`config.mk`:
```
export PLATFORM = sky130hd
export DESIGN_NAME = bp_cce_inv_sequencer
export DESIGN_NICKNAME = d
export VERILOG_FILES = /design/src/rtl/bp_cce_inv_sequencer_pkg.sv /design/src/rtl/bp_cce_inv_sequencer_picker.sv /design/src/rtl/bp_cce_inv_sequencer.sv
export SDC_FILE = /design/constraint.sdc
export NUM_CORES = 1
export LEC_CHECK = 0
export CORE_AREA = 2 2 97 99
export DETAILED_ROUTE_END_ITERATION = 8
export DIE_AREA = 0 0 99 101
export PLACE_DENSITY = 0.67
export RECOVER_POWER = 100
export SYNTH_ARGS = -nofsm -noshare
export SYNTH_HDL_FRONTEND = slang
export SYNTH_SLANG_ARGS = --single-unit
export TNS_END_PERCENT = 100
```
`constraint.sdc`:
```
create_clock -name clk_i -period 2.1 [get_ports clk_i]
set_clock_uncertainty 0.15 [all_clocks]
set_input_delay 0.42 -clock clk_i [delete_from_list [all_inputs] [get_ports clk_i]]
set_output_delay 0.42 -clock clk_i [all_outputs]
set_load 0.01 [all_outputs]
```
`src/rtl/bp_cce_inv_sequencer_pkg.sv`:
```
// bp_cce_inv_sequencer_pkg: coherence state encodings and the invalidation sequencer FSM states.
package bp_cce_inv_sequencer_pkg;
  typedef enum logic [2:0] {
    e_COH_I = 3'b000,
    e_COH_S = 3'b001,
    e_COH_E = 3'b010,
    e_COH_F = 3'b011,
    e_COH_M = 3'b110,
    e_COH_O = 3'b111
  } bp_coh_states_e;
  typedef enum logic [1:0] {e_inv_idle, e_inv_send, e_inv_wait, e_inv_done} bp_cce_inv_seq_state_e;
endpackage

```
`src/rtl/bp_cce_inv_sequencer_picker.sv`:
```
// bp_cce_inv_sequencer_picker: lowest-set-bit pick of the pending mask as LCE ID and one-hot.
module bp_cce_inv_sequencer_picker #(
  parameter int num_lce_p = 4,
  parameter int lce_id_width_p = 2
) (
  input  logic [num_lce_p-1:0]      pending_i,
  output logic [num_lce_p-1:0]      one_hot_o,
  output logic [lce_id_width_p-1:0] id_o
);
  assign one_hot_o = pending_i & (~pending_i + num_lce_p'(1));
  always_comb begin
    id_o = '0;
    for (int i = num_lce_p - 1; i >= 0; i--) if (pending_i[i]) id_o = lce_id_width_p'(i);
  end
endmodule

```
`src/rtl/bp_cce_inv_sequencer.sv`:
```
// bp_cce_inv_sequencer: sends one invalidation per cycle to each non-requesting sharer and collects acks.
// Optional ack watchdog enabled by defining BP_CCE_INV_SEQ_TIMEOUT_EN.
module bp_cce_inv_sequencer
  import bp_cce_inv_sequencer_pkg::*;
#(
  parameter int num_lce_p = 4,
  parameter int lce_id_width_p = 2,
  parameter int lce_assoc_width_p = 3,
  parameter int paddr_width_p = 40,
  parameter int timeout_cycles_p = 1024,
  localparam int cnt_width_lp = $clog2(num_lce_p + 1),
  localparam int coh_width_lp = $bits(bp_coh_states_e)
) (
  input  logic                                   clk_i,
  input  logic                                   reset_n_i,
  input  logic                                   start_v_i,
  output logic                                   start_ready_o,
  input  logic [lce_id_width_p-1:0]              req_lce_i,
  input  logic [paddr_width_p-1:0]               addr_i,
  input  logic [num_lce_p-1:0]                   sharers_hits_i,
  input  logic [num_lce_p*lce_assoc_width_p-1:0] sharers_ways_i,
  input  logic [num_lce_p*coh_width_lp-1:0]      sharers_coh_states_i,
  output logic                                   inv_v_o,
  input  logic                                   inv_ready_i,
  output logic [lce_id_width_p-1:0]              inv_lce_o,
  output logic [lce_assoc_width_p-1:0]           inv_way_o,
  output logic [paddr_width_p-1:0]               inv_addr_o,
  input  logic                                   ack_v_i,
  input  logic [lce_id_width_p-1:0]              ack_lce_i,
  output logic                                   done_v_o,
  input  logic                                   done_yumi_i,
  output logic [cnt_width_lp-1:0]                done_inv_count_o,
  output logic                                   done_had_mod_o,
  output logic                                   busy_o,
  output logic                                   err_o
);
  bp_cce_inv_seq_state_e state_q, state_n;
  logic [num_lce_p-1:0] pending_q, pending_n, outstanding_q, outstanding_n;
  logic [num_lce_p-1:0] snap_pending, inv_oh, ack_oh, req_oh;
  logic [num_lce_p-1:0][lce_assoc_width_p-1:0] ways_q;
  logic [paddr_width_p-1:0] addr_q;
  logic [cnt_width_lp-1:0] count_q, count_n;
  logic [lce_id_width_p-1:0] inv_id;
  logic had_mod_q, had_mod_n, snap_mod, hs, ack_ok, timeout;

  bp_cce_inv_sequencer_picker #(.num_lce_p(num_lce_p), .lce_id_width_p(lce_id_width_p)) picker (
    .pending_i(pending_q),
    .one_hot_o(inv_oh),
    .id_o     (inv_id)
  );

  assign start_ready_o    = state_q == e_inv_idle;
  assign inv_v_o          = state_q == e_inv_send;
  assign done_v_o         = state_q == e_inv_done;
  assign busy_o           = state_q != e_inv_idle;
  assign inv_lce_o        = inv_id;
  assign inv_way_o        = ways_q[inv_id];
  assign inv_addr_o       = addr_q;
  assign done_inv_count_o = count_q;
  assign done_had_mod_o   = had_mod_q;
  assign hs     = inv_v_o & inv_ready_i;
  assign req_oh = num_lce_p'(1) << req_lce_i;
  assign ack_ok = ack_v_i && (state_q == e_inv_send || state_q == e_inv_wait) && outstanding_q[ack_lce_i];
  assign ack_oh = ack_ok ? num_lce_p'(1) << ack_lce_i : '0;

  always_comb begin
    snap_pending = '0;
    snap_mod = 1'b0;
    for (int i = 0; i < num_lce_p; i++) begin
      snap_pending[i] = sharers_hits_i[i] && !req_oh[i]
        && sharers_coh_states_i[i*coh_width_lp +: coh_width_lp] != e_COH_I;
      snap_mod |= snap_pending[i] && sharers_coh_states_i[i*coh_width_lp +: coh_width_lp] == e_COH_M;
    end
  end

  // An ack and a send to a different LCE in the same cycle both land in outstanding_n.
  always_comb begin
    state_n = state_q;
    pending_n = pending_q & ~(hs ? inv_oh : '0);
    outstanding_n = (outstanding_q | (hs ? inv_oh : '0)) & ~ack_oh;
    count_n = count_q + cnt_width_lp'(hs);
    had_mod_n = had_mod_q;
    case (state_q)
      e_inv_idle: if (start_v_i) begin
        state_n = |snap_pending ? e_inv_send : e_inv_done;
        pending_n = snap_pending;
        outstanding_n = '0;
        count_n = '0;
        had_mod_n = snap_mod;
      end
      e_inv_send: state_n = pending_n == '0 ? e_inv_wait : e_inv_send;
      e_inv_wait: state_n = (outstanding_n == '0 || timeout) ? e_inv_done : e_inv_wait;
      e_inv_done: state_n = done_yumi_i ? e_inv_idle : e_inv_done;
      default: state_n = e_inv_idle;
    endcase
  end

  always_ff @(posedge clk_i or negedge reset_n_i)
    if (!reset_n_i) begin
      state_q <= e_inv_idle;
      pending_q <= '0;
      outstanding_q <= '0;
      count_q <= '0;
      had_mod_q <= 1'b0;
      ways_q <= '0;
      addr_q <= '0;
    end else begin
      state_q <= state_n;
      pending_q <= pending_n;
      outstanding_q <= outstanding_n;
      count_q <= count_n;
      had_mod_q <= had_mod_n;
      if (start_ready_o && start_v_i) begin
        ways_q <= sharers_ways_i;
        addr_q <= addr_i;
      end
    end

`ifdef BP_CCE_INV_SEQ_TIMEOUT_EN
  localparam int timer_width_lp = $clog2(timeout_cycles_p + 1);
  logic [timer_width_lp-1:0] timer_q;
  logic err_q;
  // Timer counts WAIT cycles since the last accepted ack; it is held at zero everywhere else.
  assign timeout = state_q == e_inv_wait && !ack_ok && timer_q == timer_width_lp'(timeout_cycles_p - 1);
  assign err_o = err_q;
  always_ff @(posedge clk_i or negedge reset_n_i)
    if (!reset_n_i) begin
      timer_q <= '0;
      err_q <= 1'b0;
    end else begin
      timer_q <= (state_q != e_inv_wait || ack_ok) ? '0 : timer_q + timer_width_lp'(1);
      err_q <= err_q | timeout;
    end
`else
  logic unused_timeout;
  assign unused_timeout = ^timeout_cycles_p;
  assign timeout = 1'b0;
  assign err_o = 1'b0;
`endif

`ifndef SYNTHESIS
  always_ff @(posedge clk_i)
    if (reset_n_i && ack_v_i && (state_q == e_inv_send || state_q == e_inv_wait))
      assert (outstanding_q[ack_lce_i]) else $error("ack from non-outstanding LCE %0d", ack_lce_i);
`endif
endmodule

```
==> results.py, run 1 <==
metrics = {
    "run_status": {
        "status": "finished, violations left",
        "violations": "setup timing",
    },
    "critical_path": {
        "arrival_ns": 1.67,
        "crit_required_ns": 1.53,
        "worstSetupStartpointType": "flop",
        "path_class": "flop to primary output",
        "worstPathMaxFanout": 4,
        "endpoint_kind": "primary output",
    },
    "placement": {
        "globalplace.congestion": 0.829,
        "hpwl_um": 5970,
        "io_buffers": 130,
    },
    "grt": {
        "antenna_found_initial": 0,
        "grt_pass1_wl_um": 13600,
        "grt_max_degree": 67,
        "grt_pass1_vias": 2931,
        "grt_overflow": 0,
        "track_usage_pct": 16.9,
    },
    "cells_and_area": {
        "area_delta_synth_final_pct": 57.1,
        "fill_cells": 841,
        "diodes": 0,
        "multiInputGateArea_um2": 1320,
        "fin_nets": 577,
        "drive_gt1_share_pct": 10.0,
        "regArea_um2": 1650,
    },
    "floorplan": {
        "die_h_um": 101,
        "fp.dieArea_um2": 10000,
        "dieWidth_um": 99,
        "pin_count": 132,
        "fp-row-count": 35,
        "initial_core_util_pct": 34.2,
        "core_um2": 8980,
    },
    "sta": {
        "setup-tns-final_ns": -0.323,
        "period_share_pct": 107,
        "maxSlewViolCount": 0,
        "min_period_ns": 2.24,
        "max_clock_freq_mhz": 446,
        "setup_viol": 3,
        "worstMarginPinSlew_ns": 0.908,
        "worst_slack_ns": -0.140,
        "slew_headroom_pct": 39.5,
        "rsz0062_at_grt": "true",
        "hold_viol": 0,
    },
    "pwr": {
        "peakVddDrop_mv": 0.643,
        "p_leak_nw": 2.36,
        "power.density_nw_per_um2": 1290,
        "p_total_mw": 6.22,
    },
    "logic_synthesis": {
        "synth_area_um2": 3070,
        "seq_area_frac_synth_pct": 53.8,
        "syn_avg_cell_area_um2": 9.00,
        "ys_warn_count": 0,
        "syn_nets": 425,
        "ys_async_sr_fraction_pct": 100,
        "netlist-cell-type-count": 47,
        "synth_top_flop_cell": "dfrtp_1",
        "synth-seq-cells": 66,
        "syn-instance-count": 341,
        "synth_edf_count": 0,
    },
    "routing": {
        "via_per_inst": 4.67,
        "drt-wirelength-per-cell_um": 13.5,
        "dr.pass1.iters": 4,
        "drc": 0,
        "drtIter0Drc": 79,
        "routed_wl_um": 8210,
        "vias": 2843,
        "antenna_left": 0,
    },
    "cts": {
        "clk_pin_slew_ns": 0.07,
        "clock_path_buffers": 2,
        "h-tree-depth": 3,
        "cts_root_buffer": "clkbuf_8",
        "clock_sink_count": 66,
        "cts_buffers": 9,
        "clock_latency_ns": 0.33,
        "cts_tree": "done",
    },
    "flow_run": {
        "cap_violations": 0,
    },
    "min_path": {
        "min_path_type": "flop to flop",
    },
}
==> registers in the layout, summed over array words and instances (netlist names) <==
name,cells
outstanding_q,4
done_inv_count_o,3
pending_q,4
ways_q,12
state_q,2
inv_addr_o,40
done_had_mod_o,1
==> stage by stage <==
stage	area (µm²)	hold slack (ns)	setup WS [ns]	instances	util (%)
after global routing	4820	0.337	-0.233	609	53.7
after floorplan	3070	-0.0256	0.271	341	-
after global placement	4630	0.307	-0.168	584	51.5
final	4820	0.319	-0.140	609	53.7
after detailed placement	4630	0.311	-0.205	584	51.5
after CTS	4870	0.329	-0.173	606	54.2
==> what timing repair did <==
item | 4_1_cts | 5_1_grt
hold buffers | 1 | 0
gates resized for setup | 20 | 6
setup buffers | 5 | 3
setup endpoints to repair | 8 | 4
hold endpoints to repair | 66 | 0
pin swaps | 1 | 0
==> metal layers <==
| metal | track usage [%] | share of wire [%] |
|---|---|---|
| met5 | 0 | 0 |
| met1 | 20.6 | 43 |
| met3 | 4.37 | 6.6 |
| met4 | 5.69 | 1.4 |
| met2 | 29.1 | 49 |
==> power by group <==
part           internal (mW)  leakage, nW  switching, mW  total (mW)
Clock                  0.461       0.0807          0.457       0.918
Combinational           1.64         1.44           1.51        3.15
Sequential              1.84        0.835          0.317        2.16
==> cells by family (layout without fill, tap and decap cells) <==
| family | Yosys count | in the layout | share of synthesized area [%] |
|---|---|---|---|
| buffers and inverters | 24 | 181 | 3.51 |
| AOI/OAI and AO/OA | 31 | 31 | 7.75 |
| muxes | 11 | 11 | 3.59 |
| and+or+nand+nor | 200 | 200 | 28.1 |
| adders and majority gates | 7 | 7 | 2.81 |
| DFF | 66 | 66 | 53.8 |
| other | 1 | 1 | 0.122 |
| xor gates and xnor gates | 1 | 1 | 0.286 |
==> cell usage in the layout (no fill, tap or decap), types with 2 or more instances in the layout <==
cell,n
o211ai_1,2
clkbuf_1,5
or3_1,2
o311ai_0,2
nor2b_1,4
dfrtp_1,66
nand3_1,3
clkbuf_2,4
o22ai_1,4
inv_1,8
a311oi_1,3
clkdlybuf4s50_1,75
nand3b_1,2
clkbuf_8,10
o21ai_0,4
nand4b_1,2
and2_0,2
buf_2,4
nand2_1,162
mux2i_1,11
nor2_1,6
nand2b_1,5
dlygate4sd3_1,46
buf_4,15
buf_12,4
a21oi_1,2
dlygate4sd2_1,4
nand4_1,3
a31oi_1,2
clkbuf_4,3
ha_1,6
nor4_1,2
==> worst paths after layout <==
| kind | startpoint | to | slack (ns) | cells after the start |
|---|---|---|---|---|
| max reg2reg | state_q[0] | inv_addr_o[12] | 0.05 | 7 |
| max | pending_q[3] | inv_way_o[2] | -0.14 | 8 |
| min reg2reg | inv_addr_o[20] | inv_addr_o[20] | 0.32 | 2 |
| min in group asynchronous | reset_n_i | outstanding_q[1] | 0.69 | 3 |
| min | inv_addr_o[20] | inv_addr_o[20] | 0.32 | 2 |
| max in group asynchronous | reset_n_i | inv_addr_o[6] | 0.50 | 3 |
==> final cells by class <==
type,count,share of cell area (%)
Multi-Input combinational cell,251,27.3
Clock buffer,14,3.17
Tap cell,111,2.88
Clock inverter,2,0.260
Inverter,8,0.623
Timing Repair Buffer,157,31.5
Sequential cell,66,34.3
==> worst max-delay path: stages (launching register included) <==
cell	delay [ns]
dfrtp_1	0.39
buf_6	0.12
nand2b_4	0.05
a21oi_4	0.14
buf_12	0.13
buf_12	0.10
mux2i_1	0.17
mux2i_1	0.10
buf_2	0.14
==> synthesized netlist by cell type (2+ instances only) <==
library cell	n	area [µm²]
nand2_1	162	608
o22ai_1	4	25.0
nand3b_1	2	15.0
dfrtp_1	66	1650
nand4b_1	2	17.5
mux2i_1	11	110
a21oi_1	2	10.0
ha_1	6	75.1
nor2b_1	4	25.0
or3_1	2	12.5
buf_2	5	25.0
a311oi_1	3	26.3
o211ai_1	2	15.0
a31oi_1	2	12.5
inv_1	8	30.0
and2_1	2	12.5
o21ai_0	4	20.0
nor2_1	6	22.5
nand3_1	3	15.0
clkbuf_1	9	33.8
nand4_1	3	18.8
nand2b_1	6	37.5
o311ai_0	2	17.5
nor4_1	2	12.5
(Power assumes the default switching activity.)
==> run 2: changes to the inputs <==
--- a/config.mk
+++ b/config.mk
@@ -8,7 +8,7 @@
 export CORE_AREA = 2 2 97 99
 export DETAILED_ROUTE_END_ITERATION = 8
 export DIE_AREA = 0 0 99 101
-export PLACE_DENSITY = 0.67
+export PLACE_DENSITY = 0.79
 export RECOVER_POWER = 100
 export SYNTH_ARGS = -nofsm -noshare
 export SYNTH_HDL_FRONTEND = slang
==> results.py, run 2 (synthesis results as in run 1) <==
metrics = {
    "run_status": {
        "status": "finished, violations left",
        "violations": "setup timing",
    },
    "floorplan": {
        "dieWidth_um": 99,
        "fp-row-count": 35,
        "fp.dieArea_um2": 10000,
        "pin_count": 132,
        "die_h_um": 101,
        "core_um2": 8980,
        "initial_core_util_pct": 34.2,
    },
    "cells_and_area": {
        "final_common_cell": "nand2_1",
        "fill_cells": 811,
        "area_delta_synth_final_pct": 58.0,
        "finalCoreUtilization_pct": 54.0,
        "stdcell_count": 605,
        "mostFrequentLayoutCells": "162 x nand2_1, 76 x clkdlybuf4s50_1, 66 x dfrtp_1",
        "drive_gt1_share_pct": 10.7,
        "diodes": 0,
        "fin_nets": 573,
        "largest_reg_flops": 40,
    },
    "critical_path": {
        "worstPathMaxFanout": 3,
        "worstSetupStartpointType": "flop",
        "path_class": "flop to primary output",
        "endpoint_kind": "primary output",
        "reg2reg_depth": 6,
        "arrival_ns": 1.65,
        "crit_required_ns": 1.53,
    },
    "placement": {
        "io_buffers": 130,
        "hpwl_um": 6150,
        "dp_cells": 582,
        "globalplace.congestion": 0.926,
        "place_ws_ns": -0.235,
    },
    "routing": {
        "routed-wl-met3_um": 472,
        "drt-wirelength-per-cell_um": 13.8,
        "antenna_left": 0,
        "drtIter0Drc": 125,
        "via_per_inst": 4.68,
        "highest_layer": "met4",
        "wl_met1_um": 3360,
        "dr.pass1.iters": 4,
        "route.met2.wl_um": 4460,
        "drc": 0,
        "vias": 2832,
        "routed_wl_um": 8330,
    },
    "grt": {
        "antenna_found_initial": 0,
        "track_usage_pct": 17.2,
        "grt_max_degree": 67,
        "grt_pass1_wl_um": 13800,
        "grt_overflow": 0,
        "grt_pass1_vias": 2952,
    },
    "cts": {
        "clock_path_buffers": 2,
        "cts_root_buffer": "clkbuf_8",
        "cts_tree": "done",
        "clock_latency_ns": 0.32,
        "clock_sink_count": 66,
        "clk_pin_slew_ns": 0.07,
        "cts_buffers": 9,
        "h-tree-depth": 3,
    },
    "pwr": {
        "p_leak_nw": 2.37,
        "power.density_nw_per_um2": 1340,
        "peakVddDrop_mv": 0.980,
    },
    "sta": {
        "maxSlewViolCount": 0,
        "hold_slack_ns": 0.321,
        "hold_viol": 0,
        "setup-tns-final_ns": -0.262,
        "worst_slack_ns": -0.118,
        "worstMarginPinSlew_ns": 0.889,
        "max_clock_freq_mhz": 451,
        "period_share_pct": 106,
        "slew_headroom_pct": 40.8,
        "rsz0062_at_grt": "true",
        "setup_viol": 3,
        "min_period_ns": 2.22,
    },
    "flow_run": {
        "cap_violations": 0,
    },
    "min_path": {
        "hold_depth": 2,
        "min_path_type": "flop to flop",
    },
}
-- run 2: changes by cell type in the layout (fill, tap and decap cells not counted), moves of 2 or more --
cell / change
buf_12: -3
buf_4: -3
bufinv_16: +3
clkbuf_1: -4
clkbuf_4: +2
-- run 2: area by class of cell --
cell class                      instances  area, µm²  share of cell area (%)
Clock buffer                           10        138                    2.84
Tap cell                              111        139                    2.87
Clock inverter                          6        114                    2.35
Multi-Input combinational cell        251       1320                    27.2
Timing Repair Buffer                  153       1460                    30.0
Sequential cell                        66       1650                    34.1
Inverter                                8       30.0                   0.620
-- run 2: power breakdown --
| part | internal [mW] | total (mW) | switching [mW] |
|---|---|---|---|
| clock network | 0.823 | 1.31 | 0.485 |
| logic | 1.53 | 3.04 | 1.51 |
| registers | 1.84 | 2.17 | 0.327 |
-- run 2: critical path: stages, from the launching register on --
cell	delay (ns)
dfrtp_1	0.40
nand2b_4	0.15
a21oi_4	0.17
buf_6	0.14
mux2i_2	0.21
mux2i_1	0.11
buf_2	0.15
-- run 2: per-layer routing --
| layer | track usage [%] | up-vias |
|---|---|---|
| met3 | 4.51 | 4 |
| li1 | - | 1414 |
| met5 | 0 | - |
| met4 | 4.11 | 0 |
| met2 | 31.5 | 87 |
| met1 | 20.1 | 1327 |
-- run 2: worst paths after layout --
kind	startpoint	slack, ns	to
worst min register to register	inv_addr_o[14]	0.32	inv_addr_o[14]
min in group asynchronous	reset_n_i	0.69	state_q[1]
worst min-delay path	inv_addr_o[14]	0.32	inv_addr_o[14]
worst max-delay path	pending_q[2]	-0.12	inv_way_o[1]
worst max register to register	state_q[1]	0.02	state_q[0]
max in group asynchronous	reset_n_i	0.50	done_had_mod_o
-- run 2: through the flow --
stage                     instance area, µm²  power [mW]
after floorplan                         3070        3.68
after CTS                               4900        6.84
final                                   4850        6.51
after global routing                    4850        7.02
after detailed placement                4590        5.43
after global placement                  4590        5.31
-- run 2: what timing repair did --
action                                  CTS  global route
gates cloned                              0             0
pin swaps                                 2             0
endpoints found under the hold margin    66             0
endpoints found under the setup margin    8             7
resized for setup                        25             5
setup buffers                             6             0
hold buffers                              1             0
==> run 3: changes to the inputs <==
--- a/config.mk
+++ b/config.mk
@@ -8,9 +8,10 @@
 export CORE_AREA = 2 2 97 99
 export DETAILED_ROUTE_END_ITERATION = 8
 export DIE_AREA = 0 0 99 101
-export PLACE_DENSITY = 0.79
+export PLACE_DENSITY_LB_ADDON = 0.1
 export RECOVER_POWER = 100
 export SYNTH_ARGS = -nofsm -noshare
 export SYNTH_HDL_FRONTEND = slang
+export SYNTH_HIERARCHICAL = 1
 export SYNTH_SLANG_ARGS = --single-unit
 export TNS_END_PERCENT = 100
==> results.py, run 3 <==
metrics = {
    "cts": {
        "cts_tree": "done",
        "clk_pin_slew_ns": 0.07,
        "clock_path_buffers": 2,
        "cts_buffers": 9,
        "clock_sink_count": 66,
        "h-tree-depth": 3,
        "clock_latency_ns": 0.33,
        "cts_root_buffer": "clkbuf_8",
    },
    "cells_and_area": {
        "finalCoreUtilization_pct": 53.6,
        "diodes": 0,
        "largest_reg_flops": 40,
        "fin_nets": 574,
        "drive_gt1_share_pct": 12.1,
        "mostFrequentLayoutCells": "167 x nand2_1, 76 x clkdlybuf4s50_1, 66 x dfrtp_1",
        "final_common_cell": "nand2_1",
        "fill_cells": 850,
        "area_delta_synth_final_pct": 57.7,
    },
    "min_path": {
        "hp-start": "inv_addr_o[2]",
        "min_path_type": "flop to flop",
    },
    "pwr": {
        "peakVddDrop_mv": 0.547,
        "power.density_nw_per_um2": 1340,
        "p_leak_nw": 2.35,
    },
    "sta": {
        "worst_slack_ns": -0.211,
        "hold_slack_ns": 0.316,
        "rsz0062_at_grt": "true",
        "setup_viol": 3,
        "maxSlewViolCount": 0,
        "worstMarginPinSlew_ns": 0.899,
        "period_share_pct": 110,
        "hold_viol": 0,
        "min_period_ns": 2.31,
        "slew_headroom_pct": 40.1,
        "max_clock_freq_mhz": 433,
    },
    "floorplan": {
        "core_um2": 8980,
        "pin_count": 132,
        "fp-row-count": 35,
        "initial_core_util_pct": 34.0,
        "die_h_um": 101,
        "dieWidth_um": 99,
        "fp.dieArea_um2": 10000,
    },
    "logic_synthesis": {
        "syn_avg_cell_area_um2": 8.95,
        "synth_top_flop_cell": "dfrtp_1",
        "yosysMostFrequentCell": "nand2_1",
        "netlist-cell-type-count": 46,
        "ys_warn_count": 6,
        "synth-seq-cells": 66,
        "syn-instance-count": 341,
        "synthTopCellsByCount": "167 x nand2_1, 66 x dfrtp_1, 11 x nor3_1, 9 x inv_1",
        "synth_top_area_share_pct": 54.1,
        "synth_area_um2": 3050,
        "synth_edf_count": 0,
        "ys_async_sr_fraction_pct": 100,
        "seq_area_frac_synth_pct": 54.1,
        "yosysTopAreaCell": "dfrtp_1",
        "synth_area_leaders": "dfrtp_1 54%, nand2_1 21%, ha_1 2.5%, mux4_2 2.2%, nor3_1 1.8%",
        "syn_nets": 425,
    },
    "routing": {
        "routed_wl_um": 7970,
        "via_per_inst": 4.57,
        "vias": 2770,
        "drt-wirelength-per-cell_um": 13.1,
        "drtIter0Drc": 45,
        "dr.pass1.iters": 4,
        "antenna_left": 0,
        "drc": 0,
    },
    "critical_path": {
        "path_class": "flop to primary output",
        "crit_required_ns": 1.53,
        "arrival_ns": 1.74,
        "worstPathMaxFanout": 4,
        "worstSetupStartpoint": "pending_q[2]",
        "r2r_end": "state_q[0]",
        "worstSetupStartpointType": "flop",
        "endpoint_kind": "primary output",
        "endpoint": "inv_way_o[2]",
        "reg2reg_slack_ns": 0.03,
        "regToRegStartpoint": "state_q[1]",
        "reg2reg_depth": 7,
    },
    "placement": {
        "hpwl_um": 5780,
        "globalplace.congestion": 0.705,
        "io_buffers": 130,
    },
    "grt": {
        "grt_max_degree": 67,
        "grt_pass1_wl_um": 13500,
        "track_usage_pct": 16.8,
        "grt_overflow": 0,
        "grt_pass1_vias": 2819,
        "antenna_found_initial": 0,
    },
    "flow_run": {
        "cap_violations": 0,
    },
    "run_status": {
        "status": "finished, violations left",
        "violations": "setup timing",
    },
}
-- run 3: routing by layer --
layer  GRT usage, %  routed length (µm)  up-vias
met5              0                   0        -
met4           5.69                 106        0
met3           6.10                 634        9
met2           26.3                3730       77
met1           21.7                3490     1277
li1               -                   -     1407
-- run 3: what timing repair did --
| action | in CTS | in global routing |
|---|---|---|
| endpoints found under the setup margin | 8 | 5 |
| hold endpoints to repair | 66 | 0 |
| resized for setup | 21 | 4 |
| pin swaps | 1 | 0 |
| setup buffers | 2 | 0 |
| hold buffers | 1 | 0 |
-- run 3: through the flow --
step	instance area [µm²]	worst slack [ns]	std cells	TNS (ns)	total power, mW
floorplan	3050	0.102	341	0	3.78
global placement	4620	-0.225	587	-0.661	5.49
detailed placement	4620	-0.226	587	-0.665	5.55
CTS	4870	-0.240	606	-0.697	6.80
global route	4810	-0.309	606	-3.29	7.00
finish	4810	-0.211	606	-0.622	6.47
-- run 3: area by class of cell --
| class | count | area, µm² | share of cell area [%] |
|---|---|---|---|
| clock buffer | 11 | 151 | 3.15 |
| clock inverter | 5 | 85.1 | 1.77 |
| inverter | 11 | 41.3 | 0.858 |
| multi-input combinational | 248 | 1270 | 26.4 |
| sequential | 66 | 1650 | 34.3 |
| tap | 111 | 139 | 2.89 |
| timing repair buffer | 154 | 1470 | 30.6 |
-- run 3: logic make-up after synthesis --
logic type,share of synthesized area (%)
other,0.123
buffers and inverters,4.02
multiplexers,2.91
flip-flops,54.1
AO/OA/AOI/OAI,8.41
AND/OR/NAND/NOR,27.7
XOR/XNOR,0.287
adder cells (fa/ha/maj),2.46
-- run 3: worst min-delay path by stage --
| stage | depth (start not counted) | endpoint | slack, ns |
|---|---|---|---|
| final | 2 | inv_addr_o[2] | 0.32 |
| after global routing | 2 | inv_addr_o[17] | 0.34 |
| after CTS | 2 | inv_addr_o[2] | 0.33 |
| after detailed placement | 2 | inv_addr_o[38] | 0.31 |
| after global placement | 2 | inv_addr_o[39] | 0.31 |
| after floorplan | 0 | done_had_mod_o | -0.03 |
-- run 3: report_power, final --
part | switching (mW) | internal (mW)
clock | 0.512 | 0.740
sequential | 0.298 | 1.85
combinational | 1.52 | 1.56
-- run 3: critical path, cell delays in order, from the launching register on --
cell and delay, ns:
dfrtp_1 0.38, nand2b_4 0.14, a21oi_2 0.12, buf_6 0.13, mux4_2 0.50, buf_6 0.14
